===== config.mk =====
export PLATFORM = sky130hd
export DESIGN_NAME = serial_adder_ctrl
export DESIGN_NICKNAME = d
export VERILOG_FILES = /design/src/rtl/serial_adder_ctrl.sv
export SDC_FILE = /design/constraint.sdc
export NUM_CORES = 1
export LEC_CHECK = 0
export CAP_MARGIN = 30
export CORE_MARGIN = 4
export CORE_UTILIZATION = 46
export CTS_CLUSTER_SIZE = 30
export DETAILED_ROUTE_END_ITERATION = 7
export GPL_TIMING_DRIVEN = 1
export PLACE_DENSITY = 0.71
export SLEW_MARGIN = 20
export SYNTH_ARGS = -nofsm -noshare
export SYNTH_HDL_FRONTEND = slang
export SYNTH_SLANG_ARGS = --single-unit

===== constraint.sdc =====
create_clock -name clk_i -period 1.4 [get_ports clk_i]
set_input_delay 0.28 -clock clk_i [delete_from_list [all_inputs] [get_ports clk_i]]
set_output_delay 0.28 -clock clk_i [all_outputs]
set_load 0.005 [all_outputs]

===== src/rtl/serial_adder_ctrl.sv =====
// serial_adder_ctrl
// -----------------------------------------------------------------------------
// Bit-serial adder controller. A single full-adder cell is stepped over WIDTH
// clock cycles to form {cout_o, sum_o} = a_i + b_i + cin_i. The operands and
// carry-in are latched when START is accepted, so they may change freely while
// the addition runs.
//
// Ports
//   clk_i    system clock, rising edge
//   rst_i    asynchronous active-high reset
//   start_i  begin an addition (level-sampled in IDLE and FIN, ignored in ADD)
//   a_i      operand A, captured on an accepted start
//   b_i      operand B, captured on an accepted start
//   cin_i    carry-in, captured on an accepted start
//   busy_o   high while the addition is in progress
//   done_o   one-cycle pulse in the cycle after the result registers update
//   sum_o    registered sum, held until the next completion
//   cout_o   registered carry-out, held until the next completion
// -----------------------------------------------------------------------------
module serial_adder_ctrl #(
    parameter int WIDTH = 8
) (
    input  logic             clk_i,
    input  logic             rst_i,
    input  logic             start_i,
    input  logic [WIDTH-1:0] a_i,
    input  logic [WIDTH-1:0] b_i,
    input  logic             cin_i,
    output logic             busy_o,
    output logic             done_o,
    output logic [WIDTH-1:0] sum_o,
    output logic             cout_o
);

    localparam int CW = $clog2(WIDTH);
    localparam logic [CW-1:0] CNT_LAST = CW'(WIDTH - 1);

    typedef enum logic [1:0] {
        ST_IDLE = 2'd0,
        ST_ADD  = 2'd1,
        ST_FIN  = 2'd2
    } state_t;

    state_t           state_q, state_d;
    logic [WIDTH-1:0] a_sh_q, a_sh_d;
    logic [WIDTH-1:0] b_sh_q, b_sh_d;
    logic             carry_q, carry_d;
    // Only WIDTH-1 partial sum bits need storing: the final bit goes straight
    // from the adder cell into the result register on the last ADD edge.
    logic [WIDTH-2:0] s_sh_q, s_sh_d;
    logic [CW-1:0]    cnt_q, cnt_d;
    logic [WIDTH-1:0] sum_q, sum_d;
    logic             cout_q, cout_d;

    // The single full-adder cell.
    logic             fa_s;
    logic             fa_c;
    logic [WIDTH-1:0] sum_full;

    assign fa_s     = a_sh_q[0] ^ b_sh_q[0] ^ carry_q;
    assign fa_c     = (a_sh_q[0] & b_sh_q[0]) | (carry_q & (a_sh_q[0] ^ b_sh_q[0]));
    assign sum_full = {fa_s, s_sh_q};

    always_ff @(posedge clk_i or posedge rst_i) begin
        if (rst_i) begin
            state_q <= ST_IDLE;
            a_sh_q  <= '0;
            b_sh_q  <= '0;
            carry_q <= 1'b0;
            s_sh_q  <= '0;
            cnt_q   <= '0;
            sum_q   <= '0;
            cout_q  <= 1'b0;
        end else begin
            state_q <= state_d;
            a_sh_q  <= a_sh_d;
            b_sh_q  <= b_sh_d;
            carry_q <= carry_d;
            s_sh_q  <= s_sh_d;
            cnt_q   <= cnt_d;
            sum_q   <= sum_d;
            cout_q  <= cout_d;
        end
    end

    always_comb begin
        state_d = state_q;
        a_sh_d  = a_sh_q;
        b_sh_d  = b_sh_q;
        carry_d = carry_q;
        s_sh_d  = s_sh_q;
        cnt_d   = cnt_q;
        sum_d   = sum_q;
        cout_d  = cout_q;

        case (state_q)
            ST_IDLE, ST_FIN: begin
                if (start_i) begin
                    a_sh_d  = a_i;
                    b_sh_d  = b_i;
                    carry_d = cin_i;
                    cnt_d   = '0;
                    state_d = ST_ADD;
                end else begin
                    state_d = ST_IDLE;
                end
            end
            ST_ADD: begin
                carry_d = fa_c;
                a_sh_d  = a_sh_q >> 1;
                b_sh_d  = b_sh_q >> 1;
                s_sh_d  = sum_full[WIDTH-1:1];
                cnt_d   = cnt_q + 1'b1;
                if (cnt_q == CNT_LAST) begin
                    sum_d   = sum_full;
                    cout_d  = fa_c;
                    state_d = ST_FIN;
                end
            end
            default: state_d = ST_IDLE;
        endcase
    end

    assign busy_o = (state_q == ST_ADD);
    assign done_o = (state_q == ST_FIN);
    assign sum_o  = sum_q;
    assign cout_o = cout_q;

endmodule


==> results of run 1 <==
## worst max-delay path: stages (launching register included)
cell,delay [ps]
dfrtp_1,400
buf_6,120
nand2b_4,160
inv_8,60
buf_6,80
## logic make-up (layout without fill, tap and decap cells)
logic type               after synthesis  count (layout)
AND/OR/NAND/NOR                       57              58
flip-flops                            38              38
AO/OA/AOI/OAI                         23              23
multiplexers                          12              12
buffers and inverters                 12              65
adder cells (fa/ha/maj)                3               3
## worst paths after layout
check | startpoint | cells past startpoint | end
worst max register to register | state_q[1] | 6 | sum_o[6]
worst min-delay path | rst_i | 3 | sum_o[1]
max in group asynchronous | rst_i | 3 | b_sh_q[0]
worst min register to register | s_sh_q[0] | 2 | s_sh_q[0]
min in group clk_i | s_sh_q[0] | 2 | s_sh_q[0]
worst max-delay path | state_q[1] | 4 | busy_o
## power by group through the flow
stage | Clock, mW | Combinational (mW) | Sequential (mW)
final | 0.587 | 2.33 | 1.93
after global routing | 0.667 | 2.60 | 1.99
after CTS | 0.607 | 2.24 | 1.92
after detailed placement | 0 | 2.10 | 1.96
after global placement | 0 | 2.04 | 1.95
after floorplan | 0 | 1.47 | 1.90
## area by class of cell
cell class	instances	area, sq um
Clock buffer	7	55.05
Clock inverter	1	5.005
Fill cell	285	1149
Inverter	3	18.77
Multi-Input combinational cell	96	678.2
Sequential cell	38	950.9
Tap cell	46	57.56
Timing Repair Buffer	54	501.7
## sequential cells by signal, indices dropped and copies added, names as in the netlist
register and count:
carry_q 1, sum_o 8, a_sh_q 8, cout_o 1
s_sh_q 7, cnt_q 3, b_sh_q 8, state_q 2
## layer usage
layer,up-vias,wire length [microns],global-route usage [%]
li1,614,-,-
met1,602,1452,21.44
met2,42,1715,27.20
met3,9,199,5.583
met4,0,57,7.444
met5,-,0,0
## per-stage QoR
stage | instance area [sq um] | setup TNS, ps | cells | hold slack, ps | setup slack (ps)
finish | 2267 | -248.6 | 245 | 284.6 | -45.18
global route | 2267 | -636.2 | 245 | 308.0 | -102.9
global placement | 2076 | -388.3 | 224 | 466.0 | -38.89
CTS | 2216 | -211.5 | 244 | 292.9 | -85.98
detailed placement | 2076 | -1110 | 224 | 474.4 | -79.41
floorplan | 1674 | 0 | 145 | 419.7 | 49.49
## Yosys cell counts
cell / count
nand3_1: 1
a22o_1: 4
nor2_1: 15
nor2b_1: 4
nor3_1: 13
a211oi_1: 2
mux2_2: 1
dfrtp_1: 38
mux2i_1: 2
buf_6: 3
inv_1: 2
a21oi_1: 2
nand2_8: 1
inv_8: 1
nand2b_1: 1
o21ai_0: 2
mux2_4: 9
fa_1: 1
ha_1: 2
buf_2: 2
nand2b_4: 1
o22ai_1: 13
nand2_1: 21
clkbuf_2: 1
buf_4: 3
## timing repair
action,in CTS,in global routing
cloned,1,0
setup buffers,12,1
gates resized for setup,16,13
setup endpoints to repair,20,26
==> run summary, run 1 <==
The flow ran to the end, but the final reports show violations. The checks that failed: negative setup slack. The run gives 5816 microns as the first-pass GRT wire length. The routed length per placed instance came out at 13.98 microns. The floorplan has 21 rows.

Cell internal power was estimated by the tool at 3.140 mW. The logs give 0 for the number of warnings printed during yosys synthesis and 3424 microns for the overall routed net length. The worst slew margin relative to its limit came out at 84.36%. Global routing used 17.18% of the available tracks. The netlist uses 25 different library cells. Buffers inserted to repair hold after CTS numbered 0. The floorplan die width is 68.33 microns, and the arrival time of data at the critical path endpoint is 1170 ps.

The clock network fraction of design power is 12.1%, and the post-synthesis mux area share is 9.940%. The clock period minus final worst setup slack came out at 1445 ps. For this design the ratio of total power to cell area is 2139 nW/um^2. In the final layout, the share of cells above drive strength 1 is 27.64%. On the final layout, the worst clock skew is 13.67 ps. The number of nets at the end of the flow is 221, and the flop and latch count out of synthesis is 38.

Synthesis produced 145 cells. The die is 68.33 microns tall. The worst min-delay path class was in2async.

Of the total power, the share spent switching nets is 35.25%. STA classifies the critical path startpoint as a flop. The total of max-cap violations was 0. The buffer type at the clock tree root is clkbuf_4. Setup slack on the worst reg-to-reg path comes out at -40 ps. The post-detailed-route count of antenna-violating nets is 0. The share of the synthesized area in the top cell type was 56.80%. TritonCTS built the clock tree. The final critical-path setup slack came out at -45.18 ps. The worst-case IR drop observed on VDD is 0.0008621 V. The critical setup path kind was reg2out.

The synthesized netlist devotes 0% of its cell area to XOR and XNOR gates. The congestion estimate from routability-driven global placement came to 0.8038. The logs give 0 for the number of antenna repair diodes and 168 for the synthesized net count.

At the worst endpoint, the required time is 1120 ps. The worst path uses 103.2% of the clock period. For the routed via count, the log shows 1267. The design draws 4.850 mW. The library cells used most frequently in the layout, excluding fill and tap cells, are 38 x dfrtp_1, 21 x nand2_1, 19 x clkdlybuf4s50_1, 19 x buf_4, 14 x nor2_1.

The ratio of routed vias to standard cells works out to 5.171. For this run the aggregate overflow at the end of global routing stands at 0. In the routed design, unresolved DRC markers number 0. The floorplan step defined a die boundary enclosing 4668 sq um. The arithmetic-cell share of the synthesized area counting full adders, half adders and majority gates came out at 2.691%. The measured slew at the worst slew-check pin works out to 234.7 ps. Detailed placement finished with a half-perimeter wire length of 2277 microns.

By area, the combinational part of the netlist is dominated by simple AND/OR/NAND/NOR gates. Setup repair after global routing could not meet its margin everywhere. The fmax came out at 692.0 MHz.

CTS built an H-tree with a depth of 2. The worst-case clock buffer depth is 2, and the number of input and output port buffers inserted is 30. Summing the areas of all and, or, nand and nor instances in the mapped netlist gives 16.14% of the synthesized area. The final hold violation count is 0, and the post-synthesis average cell area is 11.55 sq um.

For the number of antenna violations at the first check in global routing, the log shows 0. The logs give 1278 for the via count of the first global-routing pass and 39 for the maximum number of pins on one net before global-route repair. Maximum fanout along the worst path: 2. STA classifies the critical path endpoint as a primary output. The count of final setup violators was 10; the area growth from synthesis to layout was 35.43%. The run gives 66.37% as the post-layout utilization of the core. By area the synthesized netlist is led by dfrtp_1 57%, mux2_4 8.1%, o22ai_1 4.9%. TritonCTS created 5 clock buffers. In this run, the number of DRC markers left after iteration 0 of detailed routing was 60.

Sequential cells account for 39.8% of the total power. The switching power is 1.709 mW, and the clock transition at the registers of the reported paths is 110 ps. The core region is 3416 sq um. The run gives 1674 sq um as the total standard cell area after synthesis. The most common cell after layout, fill and taps aside was dfrtp_1.

The initial utilization of the core area, before any placement, comes to 49.01%. The later pin in the worst-skew pair is clocked with a latency of 350 ps. The share of synthesized area occupied by flip-flops and latches is 56.80%. The first detailed-routing pass ran for 4 iterations. The static leakage is 1.093 nW, and the share of the synthesized area in compound gates (AO/OA/AOI/OAI) is 9.043%.

The run gives 0 as the final number of max-transition violations. The cell type with the largest total area after synthesis was dfrtp_1. Combinational fraction of design power: 48.1%.

31 I/O pins were placed. The count of clock tree sinks was 38.
Note: power is estimated with default switching activity, not from simulation.
==> inputs of run 2 (changes only) <==
--- a/config.mk
+++ b/config.mk
@@ -12,6 +12,7 @@
 export DETAILED_ROUTE_END_ITERATION = 7
 export GPL_TIMING_DRIVEN = 1
 export PLACE_DENSITY = 0.71
+export REMOVE_ABC_BUFFERS = 1
 export SLEW_MARGIN = 20
 export SYNTH_ARGS = -nofsm -noshare
 export SYNTH_HDL_FRONTEND = slang
==> run 2 against run 1 <==
  * The flow now finishes without violations
  * Design area fell by 1.3%
  * First-iteration DRC count rose by 47%
  * Maximum frequency rose by 5.4%
  * Critical endpoint is now sum_o[7]
  * Critical path type is now reg2reg
  * Largest power group unchanged
  * Largest cell class unchanged
==> run summary, run 2 (synthesis results as in run 1) <==
The final number of max-transition violations is 0 (unchanged). The total number of H-tree levels is 2 (unchanged). Area growth from synthesis to layout: 33.63%. The clock transition at the registers of the reported paths works out to 110 ps (about the same). TritonCTS built the clock tree.

The maximum fanout along the worst path was 5 (+3); the routed via count was 1237 (-2.4%). Tracing the worst setup path back leads to its startpoint at cnt_q[0]. For the final instance area, the log shows 2237 sq um (-1.3%).

The static leakage was 1.068 nW (-2.3%); the number of design rule violations left after detail routing was 0 (unchanged). The largest individual stage delay along the critical path comes from the cell dfrtp_1. Grouping stages by cell kind, the critical path spends the most delay in adder cells.

The tightest min-delay check is of the in2async type. The run gives 0 (unchanged) as the number of antenna violations at the first check in global routing. The cell area reported after detailed placement is 2071 sq um (-0.24%). For the total congestion overflow, the log shows 0 (unchanged). The run gives 17.69% (+0.52 points) as the overall global routing resource usage.

The tools report the post-layout utilization of the core as 65.49% (-0.88 points). The tools report the critical path endpoint category as a flop. The buffer type at the clock tree root is clkbuf_4.

The ratio of routed vias to standard cells was 5.133 (-0.75%); the worst supply voltage drop on vdd was 0.0009069 V (+5.2%). The post-detailed-route count of antenna-violating nets came out at 0 (unchanged). The worst-case clock buffer depth was 2 (unchanged); the floorplan die width was 68.33 microns (unchanged).

The run finished with clean final reports. The run gives 0 (unchanged) as the number of buffers added to fix hold violations after cts. The critical path goes through ha_1 -> ha_4 -> nand2_4 -> mux2_4. The measured slew at the worst slew-check pin was 246.6 ps (+11.94 ps); the routed length per placed instance was 14.46 microns (+3.4%). For the arrival time of data at the critical path endpoint, the log shows 1610 ps (+440 ps).

The tools report the reg-to-reg critical path startpoint as cnt_q[0]. The tools report the first-pass GRT wire length as 6058 microns (+4.2%). The area taken by flip-flops and latches was 952.2 sq um (+0.13%); the placed wire-length estimate after detailed placement was 2379 microns (+4.5%).

Leaving out fill and tap cells, the most frequent cell in the layout is dfrtp_1. The number of buffers added by the clock tree synthesis step is 5 (unchanged). Number of cell instances on the worst register-to-register path: 4 (-2). The sort of element at the start of the critical path is a flop. The fill cell total of the finished layout is 287 (+0.70%). Setup repair after global routing could not meet its margin everywhere. The maximum number of pins on one net before global-route repair was 39 (unchanged); the clock period minus final worst setup slack was 1371 ps (-74.15 ps). For the weighted congestion at the end of routability-driven global placement, the log shows 0.7610 (-5.3%).

The number of standard-cell rows in the floorplan came out at 21 (unchanged). Total of max-cap violations: 0 (unchanged). The delay of the slowest critical-path stage came out at 410 ps (about the same). The worst slew margin relative to its limit was 83.56% (-0.80 points). The overall die height was 68.33 microns (unchanged).

In the layout the commonest cells are 37 x dfrtp_1, 21 x nand2_1, 19 x clkdlybuf4s50_1, 17 x buf_4, 15 x nor2_1. The number of input and output port buffers inserted came out at 30 (unchanged). The final setup skew is 8.007 ps (-5.658 ps).

Area occupied by multi-input gates: 693.2 sq um (+2.2%). The total die area is 4668 sq um (unchanged), and the fmax is 729.4 MHz (+5.4%). The count of clock tree sinks was 38 (unchanged). The worst register-to-register path ends at sum_o[7]. The I/O pin count is 31 (unchanged).

Critical setup path kind: reg2reg. For the number of nets at the end of the flow, the log shows 217 (-1.8%). The logs give 0 (unchanged) for the final hold violation count and 1312 (+2.7%) for the via count of the first global-routing pass.

Worst path buffer plus inverter count: 0 (-3). For the total iterations of the first detailed-routing run, the log shows 4 (unchanged). The power per standard cell area is 2147 nW/um^2 (+0.37%). The share of the clock period used by the worst path after layout works out to 97.93% (-5.3 points). The setup slack of the most critical reg-to-reg path is 30 ps (+70 ps). The layout cell share with drive strength beyond 1 is 26.15% (-1.5 points). The logs give 340 ps (about the same) for the source-to-sink clock delay at the later pin of the worst-skew pair and 88 (+47%) for the DRC marker count from the first detailed-route iteration. Count of final setup violators: 0 (-10).

The area of the core is 3416 sq um (unchanged). Required time of the worst setup path: 1640 ps (+520 ps). For the number of antenna repair diodes, the log shows 0 (unchanged). The logs give 49.01% (unchanged) for the effective utilization at floorplan and 3484 microns (+1.8%) for the overall routed net length.
-- run 2: worst max-delay path by stage --
| stage | end | slack (ps) | depth (start not counted) |
|---|---|---|---|
| 5_1_grt | done_o | -40 | 3 |
| 6_report | sum_o[7] | 30 | 4 |
| 2_1_floorplan | a_sh_q[7] | -160 | 3 |
| 3_3_place_gp | a_sh_q[5] | -20 | 5 |
| 3_5_place_dp | b_sh_q[4] | -50 | 5 |
| 4_1_cts | done_o | 1 | 3 |
-- run 2: routing by layer --
metal / track usage (%) / part of all wire [%]
met5: 0 / 0
met4: 9.429 / 2.1
met3: 4.598 / 3.7
met2: 25.39 / 49
met1: 24.37 / 45
-- run 2: layout make-up --
cell class	count	share of cell area [%]
clock inverters	1	0.2237
clock buffers	7	2.461
inverters	3	0.8389
well taps	46	2.573
flip-flops and latches	38	42.56
multi-input cells	96	30.98
repair buffers	50	20.36
-- run 2: stage by stage --
stage               std cells  power [mW]  TNS [ps]  hold slack (ps)  setup WS [ps]
finish                    241       4.803         0            270.7          28.98
global route              241       5.250    -83.32            280.0         -44.37
CTS                       239       4.695         0            271.5          1.119
detailed placement        225       4.082    -484.4            475.3         -51.74
global placement          225       3.976    -73.79            462.6         -17.17
floorplan                 136       3.183    -471.7            419.9         -157.2
-- run 2: worst min-delay path: stages --
cell and delay (ps):
clkdlybuf4s50_1 400, inv_1 90, buf_12 220
-- run 2: report_power, final --
group / internal, mW / switching (mW) / total [mW]
registers: 1.62 / 0.345 / 1.97
logic: 1.21 / 1.04 / 2.24
clock network: 0.243 / 0.349 / 0.593
-- run 2: what timing repair did --
item                       in CTS  in global routing
setup buffers                   6                  1
resized for setup              19                 10
pin swaps                       0                  2
gates cloned                    0                  1
setup endpoints to repair      20                 20
